### config.mk
export PLATFORM = sky130hd
export DESIGN_NAME = c_ins_loader
export DESIGN_NICKNAME = d
export VERILOG_FILES = /design/src/rtl/c_mips_pkg.sv /design/src/rtl/c_ins_ram.sv /design/src/rtl/c_ins_loader.sv
export SDC_FILE = /design/constraint.sdc
export NUM_CORES = 2
export LEC_CHECK = 0
export ABC_AREA = 0
export BUFFER_PORTS_ARGS = -buffer_cell sky130_fd_sc_hd__buf_2
export CORE_MARGIN = 2
export CORE_UTILIZATION = 31
export CTS_BUF_LIST = sky130_fd_sc_hd__clkbuf_16
export CTS_CLUSTER_DIAMETER = 100
export CTS_CLUSTER_SIZE = 30
export DETAILED_ROUTE_END_ITERATION = 10
export PLACE_DENSITY = 0.42
export SYNTH_ARGS = -nofsm -noshare
export SYNTH_HDL_FRONTEND = slang
export SYNTH_HIERARCHICAL = 1
export SYNTH_SLANG_ARGS = --single-unit
### constraint.sdc
create_clock -name i_c_sys_clock -period 5.33 [get_ports i_c_sys_clock]
set_input_delay 1.066 -clock i_c_sys_clock [delete_from_list [all_inputs] [get_ports i_c_sys_clock]]
set_output_delay 1.066 -clock i_c_sys_clock [all_outputs]
set_load 0.05 [all_outputs]
### src/rtl/c_mips_pkg.sv
// Shared types and constants for the MIPS instruction loader slice.
//   loader_state_t : loader FSM encoding (S_IDLE, S_LOAD, S_READY)
//   INS_W          : instruction word width
//   NOP_INS        : word returned when a fetch is suppressed
package c_mips_pkg;

    typedef enum logic [1:0] {
        S_IDLE  = 2'd0,
        S_LOAD  = 2'd1,
        S_READY = 2'd2
    } loader_state_t;

    localparam int          INS_W   = 32;
    localparam logic [31:0] NOP_INS = 32'h0000_0000;

endpackage

### src/rtl/c_ins_ram.sv
// Instruction memory: DEPTH x INS_W, one write port, one registered read port.
// The array has no reset so a loaded program survives a chip reset.
// Ports:
//   clk        : clock, rising edge
//   i_we       : write enable
//   i_waddr    : write word address
//   i_wdata    : write data
//   i_raddr    : read word address
//   o_rdata    : read data, one cycle after i_raddr
module c_ins_ram
    import c_mips_pkg::*;
#(
    parameter int DEPTH = 64
) (
    input  logic                     clk,
    input  logic                     i_we,
    input  logic [$clog2(DEPTH)-1:0] i_waddr,
    input  logic [INS_W-1:0]         i_wdata,
    input  logic [$clog2(DEPTH)-1:0] i_raddr,
    output logic [INS_W-1:0]         o_rdata
);

    logic [INS_W-1:0] mem_q [DEPTH];
    logic [INS_W-1:0] rdata_q;

    // Array write and registered read; no reset on purpose.
    always_ff @(posedge clk) begin
        if (i_we) begin
            mem_q[i_waddr] <= i_wdata;
        end
        rdata_q <= mem_q[i_raddr];
    end

    assign o_rdata = rdata_q;

endmodule

### src/rtl/c_ins_loader.sv
// Chip-side receiver for the program-mode instruction stream. Stores one
// word per clock at an auto-incrementing address and serves the IF stage
// with a 1-cycle-latency fetch read outside of loading.
// Optional feature macro: LOADER_CHECKSUM_EN adds o_checksum (running
// mod-2^32 sum of the accepted words of the current/last load).
// Ports:
//   i_c_sys_clock   : clock, rising edge
//   i_c_sys_reset_n : synchronous active-low reset (memory contents kept)
//   i_ins_wr        : program-mode strobe, one word per high edge
//   i_write_ins     : word to store
//   i_fetch_addr    : IF-stage byte address
//   o_fetch_ins     : fetched word (NOP when suppressed), 1 cycle latency
//   o_load_busy     : state is S_LOAD
//   o_load_done     : state is S_READY
//   o_word_count    : words accepted in current/last load, saturates at DEPTH
//   o_overflow      : sticky, a word arrived with the memory full
//   o_checksum      : (LOADER_CHECKSUM_EN only) sum of accepted words
module c_ins_loader
    import c_mips_pkg::*;
#(
    parameter int DEPTH = 64
) (
    input  logic                   i_c_sys_clock,
    input  logic                   i_c_sys_reset_n,
    input  logic                   i_ins_wr,
    input  logic [31:0]            i_write_ins,
    input  logic [31:0]            i_fetch_addr,
    output logic [31:0]            o_fetch_ins,
    output logic                   o_load_busy,
    output logic                   o_load_done,
    output logic [$clog2(DEPTH):0] o_word_count,
    output logic                   o_overflow
`ifdef LOADER_CHECKSUM_EN
    ,
    output logic [31:0]            o_checksum
`endif
);

    localparam int         AW       = $clog2(DEPTH);
    localparam logic [AW:0] FULL_PTR = (AW + 1)'(DEPTH);

    loader_state_t state_q, state_d;
    // Write pointer and accepted-word count always coincide (both start at 1
    // on load entry and stop at DEPTH), so one register serves both.
    logic [AW:0]   ptr_q, ptr_d;
    logic          ovf_q, ovf_d;
    logic          busy_q, busy_d;
    logic          done_q, done_d;
    logic          nop_q, nop_d;
    logic          we_s;
    logic [AW-1:0] waddr_s;
    logic [31:0]   rdata_s;
    logic          unused_addr_s;

    assign unused_addr_s = ^i_fetch_addr[1:0];

    // Next-state, write control and fetch gating.
    always_comb begin
        state_d = state_q;
        ptr_d   = ptr_q;
        ovf_d   = ovf_q;
        we_s    = 1'b0;
        waddr_s = ptr_q[AW-1:0];
        case (state_q)
            S_IDLE, S_READY: begin
                if (i_ins_wr) begin
                    // Load start (also reprogram from READY) always restarts at mem[0].
                    we_s    = 1'b1;
                    waddr_s = {AW{1'b0}};
                    ptr_d   = {{AW{1'b0}}, 1'b1};
                    ovf_d   = 1'b0;
                    state_d = S_LOAD;
                end else begin
                    state_d = state_q;
                end
            end
            S_LOAD: begin
                if (i_ins_wr) begin
                    if (ptr_q != FULL_PTR) begin
                        we_s  = 1'b1;
                        ptr_d = ptr_q + {{AW{1'b0}}, 1'b1};
                    end else begin
                        ovf_d = 1'b1;
                    end
                end else begin
                    state_d = S_READY;
                end
            end
            default: begin
                state_d = S_IDLE;
            end
        endcase
        // Reset wins over a strobe in the same cycle: nothing is written.
        if (!i_c_sys_reset_n) begin
            state_d = S_IDLE;
            ptr_d   = {(AW + 1){1'b0}};
            ovf_d   = 1'b0;
            we_s    = 1'b0;
        end else begin
            state_d = state_d;
        end
        busy_d = (state_d == S_LOAD);
        done_d = (state_d == S_READY);
        nop_d  = (i_fetch_addr[31:AW+2] != '0) || (state_q == S_LOAD) || we_s;
    end

    // Control registers with synchronous active-low reset.
    always_ff @(posedge i_c_sys_clock) begin
        if (!i_c_sys_reset_n) begin
            state_q <= S_IDLE;
            ptr_q   <= {(AW + 1){1'b0}};
            ovf_q   <= 1'b0;
            busy_q  <= 1'b0;
            done_q  <= 1'b0;
            nop_q   <= 1'b1;
        end else begin
            state_q <= state_d;
            ptr_q   <= ptr_d;
            ovf_q   <= ovf_d;
            busy_q  <= busy_d;
            done_q  <= done_d;
            nop_q   <= nop_d;
        end
    end

    c_ins_ram #(.DEPTH(DEPTH)) u_ram (
        .clk     (i_c_sys_clock),
        .i_we    (we_s),
        .i_waddr (waddr_s),
        .i_wdata (i_write_ins),
        .i_raddr (i_fetch_addr[AW+1:2]),
        .o_rdata (rdata_s)
    );

    // nop_q is registered alongside the RAM read, so the mux sees aligned data.
    assign o_fetch_ins  = nop_q ? NOP_INS : rdata_s;
    assign o_load_busy  = busy_q;
    assign o_load_done  = done_q;
    assign o_word_count = ptr_q;
    assign o_overflow   = ovf_q;

`ifdef LOADER_CHECKSUM_EN
    logic [31:0] csum_q, csum_d;

    // Checksum restarts with the first word of a load and accumulates accepted words.
    always_comb begin
        csum_d = csum_q;
        if (we_s && (state_q != S_LOAD)) begin
            csum_d = i_write_ins;
        end else if (we_s) begin
            csum_d = csum_q + i_write_ins;
        end else begin
            csum_d = csum_q;
        end
    end

    // Checksum register.
    always_ff @(posedge i_c_sys_clock) begin
        if (!i_c_sys_reset_n) begin
            csum_q <= 32'h0000_0000;
        end else begin
            csum_q <= csum_d;
        end
    end

    assign o_checksum = csum_q;
`endif

endmodule
==> results list <==
- The flow ran to the end, and the final reports show no timing, DRC or antenna violations.
- Crit-path max FO: 12
- Across all register-to-register paths, the minimum setup slack is ~1.6 ns.
- CP Data Arrival Time: between 4 and 5 ns
- Row Count: 185
- Clock insertion delay at the later pin of the skew report: 0.80 ns
- Once the floorplan was initialized, standard cells occupied between 30% and 40% of the core.
* Total core area: approximately 250000 µm²
- Adder and majority cell fraction of the synthesized area: less than 1%
- The worst register-to-register path begins at state_q[0].
- At the end of routability-driven placement, the weighted congestion stood at 0.754.
- Worst Min Path Start: o_overflow
* Total power after layout: roughly 28000 µW
* Summed instance area of the synthesized netlist: ~80000 µm²
- Final hold vios: 0
- Path type of the worst min-delay path: register to register
- WL met3: 9230 µm
* Setup violation total in the final timing report: 0
- Mean post-synth cell area: ~23 µm²
- Counting both buffers and inverters, the worst setup path holds a total of 2.
- Max_slew headroom: around a third
- In this run, synthesis inferred between 2000 and 2500 flip-flops with an integrated enable.
* DRC violation total after the first TritonRoute iteration: around 3900
- Worst Setup End Kind: register
- Sequential share of the synthesized area: about four fifths
- Slew @ Worst Pin: 0.990 ns
* RR Endpoint: u_ram/mem_q[4][11]
- Summing the areas of all compound-gate instances in the mapped netlist gives 1.74% of the synthesized area.
* Fraction of synthesis flops using an asynchronous set or reset pin: 0%
- Cells taking the most area after synthesis: edfxtp_1 77%, mux4_2 15%, mux2i_1 1.2%
- XOR/XNOR share of the synthesized area: less than 1%
- Num ports: about 110
- Dividing total power by cell area gives a power density of roughly 320 nW/µm².
- The clock passes through at most 3 buffers.
- Resize count post-CTS: 0
- The first global-routing pass estimated between 300000 and 400000 µm of wire.
- In this run, synthesis produced a sequential element count of roughly 2100.
* Max-cap violations: 0
- Summing over every cut layer, the via total after detailed routing is approximately 36000.
- The worst register-to-register path has a depth of 7.
- Post-detailed-route wirelength per cell: between 30 and 40 µm
* Worst hold stages: 2
- Maximum frequency from static timing analysis: 0.266 GHz
- Clock tree synthesis selected as its root buffer the cell clkbuf_16.
- Global routing finished with a remaining overflow of 0.
* Maximum number of pins on one net before global-route repair: 65
* Post-Synthesis Cells: around 3400
- Number of buffers added for setup after CTS: 0
- The cell family contributing the most delay on the critical path is simple AND/OR/NAND/NOR gates.
- For the finished layout, the period the worst path requires is approximately 3.8 ns.
- The initial antenna violation count was 15.
* DRC Markers: 0
* Overall die area: ~260000 µm²
- Cells fill 34.9% of the core in the end.
- For the final database, setup skew stands at between 0.05 and 0.06 ns.
* Hold_buf cts: 0
- Leaving out filler cells and counting taps, the final layout contains ~7100.
- Setup repair after global routing left no endpoint under its margin.
* M1 WL: roughly 100000 µm
- Leading area contributor after synthesis: edfxtp_1
* Top_reg_cell synth: edfxtp_1
* Total routing resource utilization after global routing: 17.2%
* Number of clock buffers inserted by TritonCTS: 89
- The first detailed-routing pass ran for 6 iterations.
- The via count of the first global-routing pass came to roughly 37000.
* Total Negative Setup Slacks: 0 ns
* Number of cells after detailed placement: 6954
- Net count of the mapped netlist: 3501
- Total clock sinks: 2093
* CTS tree: done
- Peak ir drop on the vdd network: approximately 220 µV
- In the routed layout, each cell is associated on average with a via count of slightly above 5.
- The analysis attributes to cell leakage a power of around 0.027 µW.
- Area growth, synth to finish: 11.8%
* Final layout net count: between 3000 and 4000
* Slowest cell on crit path: nor2_4
- Destination of the worst hold path: o_overflow
- By area, the combinational part of the netlist is dominated by multiplexers.
- Critical Path, Cell by Cell: buf_2 -> a21boi_0 -> o21a_1 -> and2_2 -> nor2b_1 -> nand2_1 -> nor2_4 -> buf_4
- Die Height: 510 µm
* Count of final max-slew check failures: 0
* CP required: slightly below 6 ns
- After clock tree synthesis, the clock-pin slew on the worst setup and hold paths is about 0.11 ns.
* Placed wire-length estimate: 130000 µm
- The critical path is of the input port to register type.
- The Yosys step of the flow raised 6 warnings.
- Mux cell area share after synthesis: about 17%
- Number of port buffers: 106
- After filler insertion, the fill cell instance count of the layout stands at ~23000.
* Antenna-violating nets left: 0
- Uppermost signal routing layer after detailed routing: met5
- Met2 wire length: 111000 µm
* H-tree Lvls: 3
- The synthesized netlist contains 49 unique library cells.
- In the final layout, the share of cells above drive strength 1 is around 29%.
- Simple-gate share of the synthesized area: roughly 1.8%
- Final Routed Wirelength: between 200000 and 250000 µm
- STA classifies the critical path startpoint as an input port.
- Of the available clock period, the critical path in the final layout requires between 70% and 80%.
- Chip width: between 500 and 600 µm
- In this run the biggest area consumer among cell types represents about 77% of the synthesized area.
- Critical Path Max Stage Delay: about 0.69 ns
placed cells by master (no fill, tap or decap), drive strengths merged, types with 8 or more instances in the layout:
cell,netlist,final
o221ai,27,27
inv,2,51
clkbuf,77,89
a311oi,9,9
nand3,8,8
dfxtp,45,45
a21oi,64,64
nor2b,49,49
nand2,27,27
mux2i,93,93
edfxtp,2048,2048
buf,108,341
and2,12,12
a22oi,12,12
o22ai,85,85
clkinv,0,17
nor3,9,9
nor2,143,143
nand2b,10,10
diode,0,10
mux4,544,544
cell type report:
type / count / area [µm²] / area share, %
Sequential cell: 2093 / 62400 / 70.3
Multi-Input combinational cell: 1152 / 16600 / 18.7
Tap cell: 3366 / 4210 / 4.74
Timing Repair Buffer: 341 / 2730 / 3.08
Clock buffer: 89 / 2230 / 2.51
Clock inverter: 69 / 594 / 0.670
Antenna cell: 10 / 25.0 / 0.0282
Inverter: 2 / 7.51 / 0.00846
cell families after synthesis:
group | Yosys count
compound gates | 211
buf+inv | 187
flops | 2093
simple gates | 297
mux | 637
fa+ha+maj | 2
xor+xnor | 5
power breakdown:
part           switching [µW]  total, µW  internal (µW)
Clock                    5380       8670           3290
Combinational            1050       1660            610
Sequential               28.0      18100          18100
stage by stage:
stage	setup slack, ns	cell area [µm²]	hold slack [ns]
after global routing	1.38	88700	0.498
after floorplan	0.436	79400	0.599
final	1.57	88800	0.496
after CTS	1.55	88700	0.451
after global placement	0.756	85900	0.473
after detailed placement	0.745	85900	0.470
synthesized netlist by cell type, types with 3 or more instances:
| cell | count |
|---|---|
| nor3_1 | 9 |
| or3_1 | 4 |
| a41o_1 | 4 |
| and2_1 | 10 |
| o32ai_1 | 4 |
| o221ai_1 | 27 |
| nand2b_1 | 10 |
| a21oi_1 | 64 |
| clkbuf_1 | 77 |
| buf_1 | 21 |
| nand2_1 | 27 |
| or3b_2 | 3 |
| nand3_1 | 8 |
| o22ai_1 | 85 |
| nand4_1 | 6 |
| buf_6 | 5 |
| xor2_1 | 4 |
| nor2_1 | 143 |
| buf_2 | 57 |
| buf_4 | 25 |
| mux4_2 | 544 |
| nand3b_1 | 6 |
| dfxtp_1 | 45 |
| nor2b_1 | 49 |
| a22oi_1 | 12 |
| mux2i_1 | 93 |
| edfxtp_1 | 2048 |
| a311oi_1 | 9 |
| and3_1 | 4 |
| nor4_1 | 4 |
worst register-to-register path, stage by stage, from the launching register on:
cell and delay (ns):
dfxtp_1 0.39, a21boi_0 0.53, o21a_1 0.31, and2_2 0.35, nor2b_1 0.30, nand2_1 0.52
nor2_4 0.69, buf_4 0.32
how the worst max path moves through the flow:
stage / start / endpoint / cells past startpoint
6_report: i_ins_wr / u_ram/mem_q[4][11] / 8
5_1_grt: state_q[0] / u_ram/mem_q[4][10] / 7
4_1_cts: state_q[0] / u_ram/mem_q[4][2] / 7
3_5_place_dp: i_ins_wr / u_ram/mem_q[4][3] / 8
3_3_place_gp: i_ins_wr / u_ram/mem_q[37][20] / 7
2_1_floorplan: i_ins_wr / u_ram/mem_q[48][0] / 6
layer usage:
| layer | vias up | GRT usage [%] |
|---|---|---|
| li1 | 15000 | - |
| met1 | 20100 | 24.2 |
| met2 | 738 | 28.7 |
| met3 | 169 | 2.00 |
| met4 | 4 | 4.01 |
| met5 | - | 0 |
registers in the layout (all words and copies together) (netlist names):
| register | flops |
|---|---|
| u_ram/mem_q | 2048 |
| u_ram/o_rdata | 32 |
| o_word_count | 7 |
| state_q | 2 |
| nop_q | 1 |
| o_load_busy | 1 |
| o_load_done | 1 |
| o_overflow | 1 |
Power figures use the tool's default switching activity.
